File: src/rtl/div_pkg.sv
// Shared types and helpers for the sequential restoring divider.
package div_pkg;

  localparam int DIV_N     = 16;
  localparam int DIV_TAG_W = 5;
  localparam int ABS_W     = 64;

  typedef enum logic [1:0] {
    IDLE = 2'd0,
    BUSY = 2'd1,
    FIX  = 2'd2,
    DONE = 2'd3
  } div_state_t;

  // The counter must reach N, so it needs room for N+1 values.
  function automatic int cnt_width(input int n);
    return $clog2(n + 1);
  endfunction

  localparam int DIV_CNT_W = cnt_width(DIV_N);

  // Two's-complement negate when neg is set. Callers truncate to their own width.
  function automatic logic [ABS_W-1:0] abs_n(input logic [ABS_W-1:0] v, input logic neg);
    return neg ? (~v + 64'd1) : v;
  endfunction

endpackage

File: src/rtl/div_step.sv
// One restoring-division iteration: shift in a dividend bit, subtract if it fits.
module div_step
  import div_pkg::*;
#(
  parameter int N = 16
) (
  input  logic [N:0]   rem_i,
  input  logic         dvd_msb_i,
  input  logic [N-1:0] dvs_i,
  output logic [N:0]   rem_o,
  output logic         qbit_o
);

  logic [N+1:0] shifted;
  logic [N:0]   diff;

  // rem_i < dvs_i <= 2^N-1, so the shifted value always fits in N+1 bits.
  assign shifted = {rem_i, dvd_msb_i};
  assign diff    = shifted[N:0] - {1'b0, dvs_i};
  assign qbit_o  = (shifted >= {2'b00, dvs_i});
  assign rem_o   = qbit_o ? diff : shifted[N:0];

endmodule

File: src/rtl/div_seq.sv
// Sequential signed/unsigned restoring divider, one quotient bit per clock,
// with valid/ready handshakes, a pass-through tag and a pipeline flush.
module div_seq
  import div_pkg::*;
#(
  parameter int N     = 16,
  parameter int TAG_W = 5
) (
  input  logic             clk,
  input  logic             rst,
  input  logic             in_valid,
  output logic             in_ready,
  input  logic             in_signed,
  input  logic [N-1:0]     in_dvd,
  input  logic [N-1:0]     in_dvs,
  input  logic [TAG_W-1:0] in_tag,
  input  logic             flush,
  output logic             out_valid,
  input  logic             out_ready,
  output logic [N-1:0]     out_quo,
  output logic [N-1:0]     out_rem,
  output logic             out_dz,
  output logic [TAG_W-1:0] out_tag,
  output div_state_t       dbg_state
);

  localparam int CW = cnt_width(N);
  localparam logic [CW-1:0] LAST_CNT = CW'(N - 1);

  // Handshakes: a transfer happens on an edge where valid && ready are both high.
  // in_ready is high only in IDLE; out_valid is high only in DONE and holds until
  // out_ready. flush overrides both transfers in the same cycle.

  div_state_t       state_q, state_d;
  logic [CW-1:0]    cnt_q, cnt_d;
  logic [N:0]       rem_q, rem_d;
  logic [N-1:0]     quo_q, quo_d;
  logic [N-1:0]     dvs_q, dvs_d;
  logic             qneg_q, qneg_d;
  logic             rneg_q, rneg_d;
  logic             dz_q, dz_d;
  logic [TAG_W-1:0] tag_q, tag_d;

  logic             accept;
  logic             sign_dvd, sign_dvs;
  logic             dz_case, ovf_case;
  logic [N-1:0]     dvd_abs, dvs_abs;
  logic [N:0]       step_rem;
  logic             step_qbit;

  assign accept   = in_valid && (state_q == IDLE) && !flush;
  assign sign_dvd = in_signed && in_dvd[N-1];
  assign sign_dvs = in_signed && in_dvs[N-1];
  assign dz_case  = (in_dvs == '0);
  assign ovf_case = in_signed && (in_dvd == {1'b1, {(N-1){1'b0}}}) && (in_dvs == '1);
  assign dvd_abs  = N'(abs_n(ABS_W'(in_dvd), sign_dvd));
  assign dvs_abs  = N'(abs_n(ABS_W'(in_dvs), sign_dvs));

  // During BUSY quo_q doubles as the dividend shift register: its MSB feeds
  // the step and quotient bits enter at the LSB.
  div_step #(.N(N)) u_step (
    .rem_i     (rem_q),
    .dvd_msb_i (quo_q[N-1]),
    .dvs_i     (dvs_q),
    .rem_o     (step_rem),
    .qbit_o    (step_qbit)
  );

  always_ff @(posedge clk) begin
    if (rst) begin
      state_q <= IDLE;
      cnt_q   <= '0;
      rem_q   <= '0;
      quo_q   <= '0;
      dvs_q   <= '0;
      qneg_q  <= 1'b0;
      rneg_q  <= 1'b0;
      dz_q    <= 1'b0;
      tag_q   <= '0;
    end else begin
      state_q <= state_d;
      cnt_q   <= cnt_d;
      rem_q   <= rem_d;
      quo_q   <= quo_d;
      dvs_q   <= dvs_d;
      qneg_q  <= qneg_d;
      rneg_q  <= rneg_d;
      dz_q    <= dz_d;
      tag_q   <= tag_d;
    end
  end

  always_comb begin
    state_d = state_q;
    case (state_q)
      IDLE:    if (accept) state_d = (dz_case || ovf_case) ? DONE : BUSY;
      BUSY:    if (cnt_q == LAST_CNT) state_d = FIX;
      FIX:     state_d = DONE;
      DONE:    if (out_ready) state_d = IDLE;
      default: state_d = IDLE;
    endcase
    if (flush) state_d = IDLE;
  end

  always_comb begin
    cnt_d  = cnt_q;
    rem_d  = rem_q;
    quo_d  = quo_q;
    dvs_d  = dvs_q;
    qneg_d = qneg_q;
    rneg_d = rneg_q;
    dz_d   = dz_q;
    tag_d  = tag_q;
    case (state_q)
      IDLE: begin
        if (accept) begin
          tag_d  = in_tag;
          qneg_d = sign_dvd ^ sign_dvs;
          rneg_d = sign_dvd;
          cnt_d  = '0;
          dz_d   = 1'b0;
          rem_d  = '0;
          if (dz_case) begin
            quo_d = '1;
            rem_d = {1'b0, in_dvd};
            dz_d  = 1'b1;
          end else if (ovf_case) begin
            quo_d = in_dvd;
          end else begin
            quo_d = dvd_abs;
            dvs_d = dvs_abs;
          end
        end
      end
      BUSY: begin
        rem_d = step_rem;
        quo_d = {quo_q[N-2:0], step_qbit};
        cnt_d = cnt_q + CW'(1);
      end
      FIX: begin
        if (qneg_q) quo_d = -quo_q;
        if (rneg_q) rem_d = {1'b0, -rem_q[N-1:0]};
      end
      default: ;
    endcase
  end

  always_comb begin
    in_ready  = (state_q == IDLE);
    out_valid = (state_q == DONE);
    out_quo   = quo_q;
    out_rem   = rem_q[N-1:0];
    out_dz    = dz_q;
    out_tag   = tag_q;
    dbg_state = state_q;
  end

endmodule

File: config.mk
export PLATFORM = sky130hd
export DESIGN_NAME = div_seq
export DESIGN_NICKNAME = d
export VERILOG_FILES = /design/src/rtl/div_pkg.sv /design/src/rtl/div_step.sv /design/src/rtl/div_seq.sv
export SDC_FILE = /design/constraint.sdc
export NUM_CORES = 1
export LEC_CHECK = 0
export BUFFER_PORTS_ARGS = -buffer_cell sky130_fd_sc_hd__buf_2
export CORE_UTILIZATION = 59
export DETAILED_ROUTE_END_ITERATION = 6
export HOLD_SLACK_MARGIN = 0.03
export PLACE_DENSITY_LB_ADDON = 0.25
export SLEW_MARGIN = 20
export SYNTH_ARGS = -nofsm -noshare
export SYNTH_HDL_FRONTEND = slang
export SYNTH_SLANG_ARGS = --single-unit
File: constraint.sdc
create_clock -name clk -period 3.3 [get_ports clk]
set_clock_uncertainty 0.05 [all_clocks]
set_input_delay 0.66 -clock clk [delete_from_list [all_inputs] [get_ports clk]]
set_output_delay 0.66 -clock clk [all_outputs]
set_load 0.02 [all_outputs]
==> qor.yml <==
finish:
  final_cells: 998
  fillers: 828
  stdcell_area_um2: 6543
  antenna_cells: 0
  nets: 935
  area_growth_syn_to_layout_pct: 12.33
  drive_gt1_share_pct: 17.38
route:
  final_antenna_net_count: 0
  first_iter_violations: 676
  avgRoutedWirePerCell_um: 19.00
  dr.pass1.iters: 6
  routed_wirelength_um: 18960
  vias: 6749
  drc_errors: 0
  vias_per_cell: 6.763
clocking:
  htree_levels: 3
  cts_buffers: 9
  postCtsSetupBuffers: 0
  clkLatencyLatePin_ns: 0.36
  clk_path_buf_depth: 2
  cts_root_buf: "clkbuf_8"
  clock-sinks: 64
  cts-hold-fix-buffers: 0
  cts_resized: 0
  clk_pin_slew_ns: 0.09
  cts_tree: "built"
timing:
  relSlewSlack_pct: 34.80
  drv_slew: 0
  tightest_slew_ns: 0.9780
  fin_setup_tns_ns: 0
  fin_crit_ns: 3.097
  finalSetupViolations: 0
  rsz0062_at_grt: "no"
  finalHoldViolations: 0
  fmax_mhz: 322.9
  post-route-period-util_pct: 93.84
grt:
  grt_pass1_wl_um: 29810
  track_usage_pct: 36.91
  antenna_found_initial: 0
  grt_pass1_vias: 6166
  grt_overflow: 0
  grt_max_degree: 34
yosys:
  synth_edf_count: 0
  synth-async-reset-ratio_pct: 0
  synthXorXnorAreaFrac_pct: 5.714
  ys.flop_type: "dfxtp_1"
  synth_compound_area_share_pct: 31.88
  synth_most_common_cell: "nor2_1"
  ys_types: 70
  synth_top_family_by_area: "compound AO/OA/AOI/OAI gates"
  synthMuxAreaShare_pct: 1.955
  synth_warnings: 0
  synth_seq_cells: 64
  synth_top_cell_area_share_pct: 22.00
  syn_avg_cell_area_um2: 7.244
  yosysTopAreaCell: "dfxtp_1"
  synthTopCellsByCount: "81 x nor2_1, 68 x a21oi_1, 64 x dfxtp_1"
  yosysSeqAreaShare_pct: 22.00
  synth_fa_ha_area_share_pct: 6.144
  synthSimpleGateAreaFrac_pct: 24.12
  synth_cells: 804
  synth_nets: 875
  yosys-top-cells-area: "dfxtp_1 22%, a21oi_1 5.8%, ha_1 5.8%"
  synthesis.area_um2: 5824
worst_setup_path:
  worstPathArrival_ns: 3.29
  cp.buffers_inverters: 3
  cpMostUsedCell: "inv_1"
  start_kind: "flip-flop"
  crit_type: "flip-flop to flip-flop"
  crit_fanout: 9
  cp-end-kind: "flip-flop"
  crit_family: "compound AO/OA/AOI/OAI gates"
  slowest_stage: "o311a_1"
  crit_chain: "inv_1 > ha_1 > inv_1 > fa_1 > a211oi_1 > o21bai_1 > o311a_1 > nor2_1 > buf_4 > o311ai_0 > o21a_1"
  required_ns: 3.49
  slowest_delay_ns: 0.43
place:
  place_congestion: 1.013
  place_area_um2: 6316
  port_buffers: 84
  dp_hpwl_um: 14190
  placed_cells: 982
power:
  ir_drop_v: 0.0002451
  power.total_uw: 3061
  powerDensity_nw_per_um2: 467.9
  p_leak_uw: 0.002675
worst_hold_path:
  min_path_type: "flip-flop to flip-flop"
job:
  max_cap_viol_count: 0
floorplan:
  core_um2: 9415
  initial_core_util_pct: 61.86
  die_area_um2: 10270
  die_w_um: 101.4
  chipHeight_um: 101.4
  rows: 35
  io_pins: 85
run_status:
  status: "complete, no violations"
==> state kept, by name, indices dropped and copies added, names as in the netlist <==
register	cells
cnt_q	5
out_tag	5
out_quo	16
dbg_state	2
qneg_q	1
dvs_q	16
rneg_q	1
out_dz	1
rem_q	17
==> layout make-up <==
class,instances,area [um^2],share of cell area (%)
clock buffers,9,123.9,1.893
multi-input cells,632,4066,62.15
inverters,43,161.4,2.467
clock inverters,7,102.6,1.568
well taps,129,161.4,2.467
repair buffers,114,645.6,9.868
flip-flops and latches,64,1281,19.58
==> stage by stage <==
stage          hold slack [ns]  setup slack, ns  utilization [%]
2_1_floorplan           0.3951           0.5182                -
3_3_place_gp            0.3888           0.3118            67.08
3_5_place_dp            0.3992           0.1711            67.08
4_1_cts                 0.4117           0.2827            69.49
5_1_grt                 0.4343          0.02515            69.49
6_report                0.4098           0.2034            69.49
==> worst paths after layout <==
kind	from	endpoint	slack, ns	depth (start not counted)
setup / recovery	out_quo[15]	rem_q[3]	0.20	11
hold / removal	out_tag[1]	out_tag[1]	0.41	2
setup reg to reg	out_quo[15]	rem_q[3]	0.20	11
hold reg to reg	out_tag[1]	out_tag[1]	0.41	2
==> power breakdown <==
part	switching, uW	internal (uW)
Combinational	831	506
Clock	370	433
Sequential	86.7	835
Total	1290	1770
==> worst reg2reg max path: stages (launching register included) <==
cell and delay [ns]:
dfxtp_1 0.34, inv_1 0.18, ha_1 0.21, inv_1 0.06, fa_1 0.41, a211oi_1 0.39
o21bai_1 0.20, o311a_1 0.43, nor2_1 0.17, buf_4 0.20, o311ai_0 0.15, o21a_1 0.21
==> routing by layer <==
metal / up-vias / wire length, um / global-route usage, % / share of wire [%]
met3: 70 / 2126 / 10.21 / 11
met5: - / 0 / 0 / 0
li1: 3109 / - / - / -
met1: 3151 / 7541 / 46.41 / 40
met4: 0 / 563 / 16.50 / 3.0
met2: 419 / 8729 / 58.97 / 46
==> placed cells by master, fill, tap and decap left out, drive strengths merged, types with 6 or more instances in the layout <==
cell    instances
nand3          18
mux2i           8
o21a            8
inv            44
and3            6
nand2          63
nor3           29
clkbuf          9
o21ai          56
a32oi           6
a31oi          10
ha             27
nor2           81
o311ai          6
a211o           8
xor2           16
a21o           11
a22oi           6
or3            11
buf           114
o22ai           6
a221oi         12
nand2b         10
a211oi         28
or4             8
a221o           7
o31ai           9
nand4          14
a21oi          68
nor4           15
dfxtp          64
xnor2          22
==> logic make-up after synthesis <==
group,after synthesis
XOR/XNOR,38
multiplexers,11
adder cells (fa/ha/maj),28
flip-flops,64
AND/OR/NAND/NOR,279
buffers and inverters,108
AO/OA/AOI/OAI,276
Note: power is estimated with default switching activity, not from simulation.
